`config.mk`:
```
export PLATFORM = sky130hd
export DESIGN_NAME = first_stage_mac_accumulate_flat
export DESIGN_NICKNAME = d
export VERILOG_FILES = /design/src/rtl/first_stage_mac_accumulate_pkg.sv /design/src/rtl/first_stage_mac_accumulate_if.sv /design/src/rtl/first_stage_saturating_mac.sv /design/src/rtl/first_stage_mac_accumulate.sv /design/src/flat_wrapper.sv
export SDC_FILE = /design/constraint.sdc
export NUM_CORES = 1
export LEC_CHECK = 0
export ABC_CLOCK_PERIOD_IN_PS = 3600
export CORE_MARGIN = 3
export CORE_UTILIZATION = 40
export DETAILED_ROUTE_END_ITERATION = 10
export GPL_TIMING_DRIVEN = 1
export PLACE_DENSITY = 0.72
export SLEW_MARGIN = 15
export SYNTH_ARGS = -nofsm -noshare
export SYNTH_HDL_FRONTEND = slang
export SYNTH_HIERARCHICAL = 1
export SYNTH_SLANG_ARGS = --single-unit
```
`constraint.sdc`:
```
create_clock -name clock -period 3.6 [get_ports clock]
set_clock_uncertainty 0.2 [all_clocks]
set_input_delay 0.36 -clock clock [delete_from_list [all_inputs] [get_ports clock]]
set_output_delay 0.36 -clock clock [all_outputs]
set_load 0.01 [all_outputs]
```
`src/rtl/first_stage_mac_accumulate_pkg.sv`:
```
// Shared widths, saturation limits and pipeline control record for the
// first-stage multiply-accumulate datapath.
package first_stage_pkg;
  localparam int DATA_WIDTH        = 8;
  localparam int ACC_WIDTH         = 24;
  localparam int INPUT_ADDR_WIDTH  = 12;
  localparam int FILTER_ADDR_WIDTH = 8;
  localparam int B_ADDR_WIDTH      = 9;
  localparam int SHIFT_DEFAULT     = 4;

  localparam int PROD_WIDTH  = 2 * DATA_WIDTH + 1;
  localparam int COUNT_WIDTH = B_ADDR_WIDTH + 1;

  localparam logic signed [ACC_WIDTH-1:0] ACC_MAX = {1'b0, {(ACC_WIDTH-1){1'b1}}};
  localparam logic signed [ACC_WIDTH-1:0] ACC_MIN = {1'b1, {(ACC_WIDTH-1){1'b0}}};
  localparam logic [DATA_WIDTH-1:0]       OUT_MAX = '1;

  typedef struct packed {
    logic                    valid;
    logic                    last;
    logic [B_ADDR_WIDTH-1:0] b_addr;
  } tap_ctrl_t;
endpackage

```
`src/rtl/first_stage_mac_accumulate_if.sv`:
```
// Tap stream, memory read ports and B-vector write port of the MAC stage.
// A tap transfers on a rising edge when en & input_address_ready; there is no ready back to the source.
interface first_stage_mac_accumulate_if;
  import first_stage_pkg::*;

  logic                         en;
  logic                         input_address_ready;
  logic [INPUT_ADDR_WIDTH-1:0]  input_address;
  logic [FILTER_ADDR_WIDTH-1:0] filter_address;
  logic                         b_element_requested;
  logic [B_ADDR_WIDTH-1:0]      b_element_address;
  logic [INPUT_ADDR_WIDTH-1:0]  input_mem_addr;
  logic [DATA_WIDTH-1:0]        input_mem_data;
  logic [FILTER_ADDR_WIDTH-1:0] filter_mem_addr;
  logic [DATA_WIDTH-1:0]        filter_mem_data;
  logic                         b_write;
  logic [B_ADDR_WIDTH-1:0]      b_write_address;
  logic [DATA_WIDTH-1:0]        b_write_data;

  modport slave (
    input  en, input_address_ready, input_address, filter_address,
           b_element_requested, b_element_address, input_mem_data, filter_mem_data,
    output input_mem_addr, filter_mem_addr, b_write, b_write_address, b_write_data
  );

  modport master (
    output en, input_address_ready, input_address, filter_address,
           b_element_requested, b_element_address, input_mem_data, filter_mem_data,
    input  input_mem_addr, filter_mem_addr, b_write, b_write_address, b_write_data
  );
endinterface

```
`src/rtl/first_stage_saturating_mac.sv`:
```
// Combinational accumulate step: saturating signed add of the registered product,
// plus the ReLU / arithmetic shift / unsigned saturation of the result.
module first_stage_saturating_mac
  import first_stage_pkg::*;
#(
  parameter int SHIFT = SHIFT_DEFAULT
) (
  input  logic signed [PROD_WIDTH-1:0] product,
  input  logic signed [ACC_WIDTH-1:0]  acc,
  input  logic                         first,
  output logic signed [ACC_WIDTH-1:0]  acc_next,
  output logic [DATA_WIDTH-1:0]        result
);
  logic signed [ACC_WIDTH:0]   prod_ext;
  logic signed [ACC_WIDTH:0]   acc_ext;
  logic signed [ACC_WIDTH:0]   sum;
  logic signed [ACC_WIDTH-1:0] shifted;

  always_comb begin
    prod_ext = {{(ACC_WIDTH+1-PROD_WIDTH){product[PROD_WIDTH-1]}}, product};
    acc_ext  = {acc[ACC_WIDTH-1], acc};
    sum      = first ? prod_ext : acc_ext + prod_ext;

    // The extra top bit disagreeing with the sign bit means the 24-bit range was left.
    if (sum[ACC_WIDTH] != sum[ACC_WIDTH-1]) begin
      acc_next = sum[ACC_WIDTH] ? ACC_MIN : ACC_MAX;
    end else begin
      acc_next = sum[ACC_WIDTH-1:0];
    end

    shifted = acc_next >>> SHIFT;
    if (acc_next[ACC_WIDTH-1] || (acc_next == '0)) begin
      result = '0;
    end else if (|shifted[ACC_WIDTH-1:DATA_WIDTH]) begin
      result = OUT_MAX;
    end else begin
      result = shifted[DATA_WIDTH-1:0];
    end
  end
endmodule

```
`src/rtl/first_stage_mac_accumulate.sv`:
```
// Three-stage pixel x weight accumulate pipeline: S1 aligns tap control with memory data,
// S2 holds the product, S3 accumulates and emits one B-vector write per element.
module first_stage_mac_accumulate
  import first_stage_pkg::*;
#(
  parameter int SHIFT = SHIFT_DEFAULT
) (
  input  logic                   clock,
  input  logic                   clear,
  first_stage_mac_accumulate_if.slave bus,
  output logic [COUNT_WIDTH-1:0] elements_written,
  output logic                   busy
);
  tap_ctrl_t                    s1_q, s1_d, s2_q, s2_d;
  logic signed [PROD_WIDTH-1:0] product_q, product_d;
  logic signed [PROD_WIDTH-1:0] pixel_ext, weight_ext;
  logic signed [ACC_WIDTH-1:0]  acc_q, acc_d, acc_next;
  logic                         first_q, first_d;
  logic [DATA_WIDTH-1:0]        result;
  logic                         b_write_q, b_write_d;
  logic [B_ADDR_WIDTH-1:0]      b_addr_q, b_addr_d;
  logic [DATA_WIDTH-1:0]        b_data_q, b_data_d;
  logic [COUNT_WIDTH-1:0]       count_q, count_d;

  assign bus.input_mem_addr  = bus.input_address;
  assign bus.filter_mem_addr = bus.filter_address;

  first_stage_saturating_mac #(.SHIFT(SHIFT)) u_mac (
    .product  (product_q),
    .acc      (acc_q),
    .first    (first_q),
    .acc_next (acc_next),
    .result   (result)
  );

  always_comb begin
    s1_d.valid = bus.en & bus.input_address_ready;
    s1_d.last  = bus.b_element_requested;
    s1_d.b_addr = bus.b_element_address;
    s2_d = s1_q;

    // Pixels are unsigned, so zero-extend before the signed multiply.
    pixel_ext  = {{(PROD_WIDTH-DATA_WIDTH){1'b0}}, bus.input_mem_data};
    weight_ext = {{(PROD_WIDTH-DATA_WIDTH){bus.filter_mem_data[DATA_WIDTH-1]}}, bus.filter_mem_data};
    product_d  = pixel_ext * weight_ext;

    acc_d     = acc_q;
    first_d   = first_q;
    b_write_d = 1'b0;
    b_addr_d  = b_addr_q;
    b_data_d  = b_data_q;
    count_d   = count_q;
    if (s2_q.valid) begin
      acc_d   = acc_next;
      first_d = s2_q.last;
      if (s2_q.last) begin
        b_write_d = 1'b1;
        b_addr_d  = s2_q.b_addr;
        b_data_d  = result;
        count_d   = count_q + 1'b1;
      end
    end
  end

  always_ff @(posedge clock or posedge clear) begin
    if (clear) begin
      s1_q      <= '0;
      s2_q      <= '0;
      product_q <= '0;
      acc_q     <= '0;
      first_q   <= 1'b1;
      b_write_q <= 1'b0;
      b_addr_q  <= '0;
      b_data_q  <= '0;
      count_q   <= '0;
    end else begin
      s1_q      <= s1_d;
      s2_q      <= s2_d;
      product_q <= product_d;
      acc_q     <= acc_d;
      first_q   <= first_d;
      b_write_q <= b_write_d;
      b_addr_q  <= b_addr_d;
      b_data_q  <= b_data_d;
      count_q   <= count_d;
    end
  end

  assign bus.b_write         = b_write_q;
  assign bus.b_write_address = b_addr_q;
  assign bus.b_write_data    = b_data_q;
  assign elements_written    = count_q;
  assign busy                = s1_q.valid | s2_q.valid;
endmodule

```
`src/flat_wrapper.sv`:
```
// flat-port wrapper written by rule: the top's interface ports become plain ports
module first_stage_mac_accumulate_flat import first_stage_pkg::*;
#(
  parameter int SHIFT = SHIFT_DEFAULT
)
  (clock, clear, elements_written, busy, bus_en, bus_input_address_ready, bus_input_address, bus_filter_address, bus_b_element_requested, bus_b_element_address, bus_input_mem_data, bus_filter_mem_data, bus_input_mem_addr, bus_filter_mem_addr, bus_b_write, bus_b_write_address, bus_b_write_data);
  first_stage_mac_accumulate_if bus_i ();
  input  logic clock;
  input  logic clear;
  output logic [COUNT_WIDTH-1:0] elements_written;
  output logic busy;
  input wire logic [$bits(bus_i.en)-1:0] bus_en;
  input wire logic [$bits(bus_i.input_address_ready)-1:0] bus_input_address_ready;
  input wire logic [$bits(bus_i.input_address)-1:0] bus_input_address;
  input wire logic [$bits(bus_i.filter_address)-1:0] bus_filter_address;
  input wire logic [$bits(bus_i.b_element_requested)-1:0] bus_b_element_requested;
  input wire logic [$bits(bus_i.b_element_address)-1:0] bus_b_element_address;
  input wire logic [$bits(bus_i.input_mem_data)-1:0] bus_input_mem_data;
  input wire logic [$bits(bus_i.filter_mem_data)-1:0] bus_filter_mem_data;
  output wire logic [$bits(bus_i.input_mem_addr)-1:0] bus_input_mem_addr;
  output wire logic [$bits(bus_i.filter_mem_addr)-1:0] bus_filter_mem_addr;
  output wire logic [$bits(bus_i.b_write)-1:0] bus_b_write;
  output wire logic [$bits(bus_i.b_write_address)-1:0] bus_b_write_address;
  output wire logic [$bits(bus_i.b_write_data)-1:0] bus_b_write_data;
  assign bus_i.en = bus_en;
  assign bus_i.input_address_ready = bus_input_address_ready;
  assign bus_i.input_address = bus_input_address;
  assign bus_i.filter_address = bus_filter_address;
  assign bus_i.b_element_requested = bus_b_element_requested;
  assign bus_i.b_element_address = bus_b_element_address;
  assign bus_i.input_mem_data = bus_input_mem_data;
  assign bus_i.filter_mem_data = bus_filter_mem_data;
  assign bus_input_mem_addr = bus_i.input_mem_addr;
  assign bus_filter_mem_addr = bus_i.filter_mem_addr;
  assign bus_b_write = bus_i.b_write;
  assign bus_b_write_address = bus_i.b_write_address;
  assign bus_b_write_data = bus_i.b_write_data;
  first_stage_mac_accumulate #(.SHIFT(SHIFT)) u_core (.clock(clock), .clear(clear), .bus(bus_i), .elements_written(elements_written), .busy(busy));
endmodule
```
==> flow_metrics.tcl <==
set metrics [dict create \
    cts_num_sinks 92 \
    grt_first_pass_wirelength_um 31400 \
    synth_edf_count 0 \
    dpl.hpwl_um 14000 \
    mostFrequentLayoutCell "buf_4" \
    antenna_found_initial 0 \
    path_clk_slew_ns 0.07 \
    p_leak_nw 4.84 \
    ys.flop_type "dfrtp_1" \
    clock_latency_ns 0.34 \
    syn_inst 804 \
    die_area_um2 20900 \
    n_antenna_cell 0 \
    power.total_mw 9.88 \
    max_cap_violations 0 \
    rr_endpoint "u_core/bus.b_write_data[3]$_DFFE_PP0P_" \
    crit_type "input port to flip-flop" \
    initial_core_util_pct 40.9 \
    grt_setup_unrepaired "yes" \
    tightest_slew_ns 0.714 \
    nFillCells 1561 \
    synth_top_area_cell "dfrtp_1" \
    crit_required_ns 3.64 \
    cp.arrival_ns 4.14 \
    wirelength_um 19800 \
    placedCellCount 1179 \
    gp_congestion 0.918 \
    finalCriticalPeriod_ns 4.10 \
    grt_pass1_vias 6620 \
    setup_slack_ns -0.499 \
    synth-seq-cells 92 \
    min_from "u_core/s1_q[1]$_DFF_PP0_" \
    finalSetupViolations 8 \
    reg2reg_slack_ns 0.04 \
    cts_made_buffers 9 \
    worst_hold_slack_ns 0.151 \
    syn_nets 960 \
    cts_hold_buf 0 \
    path_max_fanout 3 \
    cts_tree "built" \
    drc_errors 0 \
    synth_area_leaders "dfrtp_1, ha_1, fa_1" \
    timing.final.hold_violations 0 \
    dr.pass1.iters 5 \
    synth_warnings 6 \
    synth.top_cell.area_share_pct 29.6 \
    failed_checks "setup timing" \
    port-buffer-count 58 \
    syn_avg_cell_area_um2 9.56 \
    clk_path_buf_depth 2 \
    nets 1136 \
    end_kind "flip-flop" \
    worstRegToRegCells 15 \
    die_h_um 145 \
    start_kind "input port" \
    synth_area_um2 7680 \
    die_width_um 145 \
    route.detailed.wl_per_inst_um 16.3 \
    h-tree-depth 3 \
    boundaryPins 99 \
    fin_setup_tns_ns -2.93 \
    ys_types 80 \
    final_area_um2 10300 \
    root_buffer "clkbuf_16" \
    outcome "finished with violations" \
    grt_overflow 0 \
    core_um2 18800 \
    mostFrequentLayoutCells "buf_4, nand2_1, dfrtp_1" \
    grt_max_degree 53 \
    area_delta_synth_final_pct 34.4 \
    vias 6520 \
    drtAntennaViolNets 0 \
    min_path_type "flip-flop to flip-flop" \
    rows 50 \
    drive_gt1_share_pct 34.9 \
    achievable-frequency_ghz 0.244 \
    hold_end "u_core/s2_q[1]$_DFF_PP0_" \
    final_cells 1219 \
    powerDensity_nw_per_um2 956 \
    via_per_inst 5.35 \
    slew_violations 0 \
    holdPathStages 0 \
    async_flop_share_pct 100 \
    yosysSeqAreaShare_pct 30.0 \
    ir_drop_mv 0.437 \
    dpl_cell_area_um2 9240 \
    r2r-start "u_core/product_q[0]$_DFF_PP0_" \
    drtIter0Drc 405 \
    slew_headroom_pct 52.3 \
    grtUsageTotal_pct 18.4 \
    period_share_pct 114 \
]
## worst max path at each step
stage	start	end	depth (start not counted)
after floorplan	bus_filter_mem_data[2]	u_core/product_q[14]$_DFF_PP0_	15
after global placement	bus_filter_mem_data[4]	u_core/product_q[14]$_DFF_PP0_	15
after detailed placement	bus_input_mem_data[1]	u_core/product_q[14]$_DFF_PP0_	15
after CTS	bus_input_mem_data[5]	u_core/product_q[13]$_DFF_PP0_	17
after global routing	bus_input_mem_data[5]	u_core/product_q[13]$_DFF_PP0_	17
final	bus_input_mem_data[5]	u_core/product_q[14]$_DFF_PP0_	15
## registers in the layout (all words and copies together) (netlist names)
name / count
u_core/bus.b_write: 1
u_core/first_q: 1
u_core/elements_written: 10
u_core/bus.b_write_address: 9
u_core/acc_q: 24
u_core/bus.b_write_data: 8
u_core/product_q: 17
u_core/s2_q: 11
u_core/s1_q: 11
## critical path, stage by stage
cell,delay (ns)
buf_8,0.10
and2_4,0.15
fa_1,0.53
inv_1,0.05
fa_1,0.47
inv_1,0.05
fa_1,0.48
inv_1,0.05
fa_1,0.49
inv_2,0.05
ha_4,0.16
o31a_4,0.37
o311ai_4,0.23
or4b_4,0.52
o311ai_4,0.10
## cell type report
class / count / area, µm² / share of cell area [%]
clock buffer: 10 / 239 / 2.31
clock inverter: 6 / 80.1 / 0.776
inverter: 84 / 317 / 3.07
multi-input combinational: 584 / 5360 / 51.9
sequential: 92 / 2310 / 22.3
tap: 234 / 293 / 2.84
timing repair buffer: 209 / 1730 / 16.7
## where the power goes
part           switching (mW)  internal, mW
Sequential              0.281          1.35
Clock                   0.433         0.570
Combinational            3.63          3.61
Total                    4.34          5.53
## metal layers
metal,track usage [%],share of wire [%]
met3,2.18,4.3
met5,0,0
met1,24.3,44
met2,31.7,50
met4,5.45,1.8
## cell usage after synthesis, types with 7 or more instances
| cell type | n |
|---|---|
| nand3_1 | 7 |
| a21oi_1 | 31 |
| o311a_2 | 7 |
| inv_1 | 83 |
| and2_1 | 46 |
| nand2b_1 | 7 |
| nor3_1 | 9 |
| o21ai_0 | 19 |
| a41oi_1 | 9 |
| ha_1 | 68 |
| a21o_1 | 14 |
| mux2_2 | 25 |
| xor2_1 | 14 |
| fa_1 | 38 |
| buf_4 | 21 |
| dfrtp_1 | 91 |
| nand4_1 | 14 |
| xnor2_1 | 18 |
| and3_1 | 7 |
| o31ai_1 | 8 |
| nand2_1 | 116 |
| nor2_1 | 34 |
| clkbuf_8 | 9 |
## stage by stage
stage	utilization (%)	setup WS, ns
floorplan	-	-0.625
global route	55.0	-0.626
global placement	49.2	-1.32
CTS	52.5	-0.432
finish	55.0	-0.499
detailed placement	49.2	-1.39
## repair_timing
action,in CTS,in global routing
resized for setup,128,67
endpoints found under the setup margin,27,23
setup buffers,12,13
hold endpoints to repair,0,0
pin swaps,28,42
## kinds of logic (layout without fill, tap and decap cells)
family	Yosys count	in the layout	synth area share, %
flops	92	92	30.0
compound gates	150	150	15.1
buf+inv	128	309	8.63
fa+ha+maj	107	107	21.1
simple gates	266	266	17.4
xor+xnor	32	32	3.65
mux	29	29	4.19
Power figures use the tool's default switching activity.
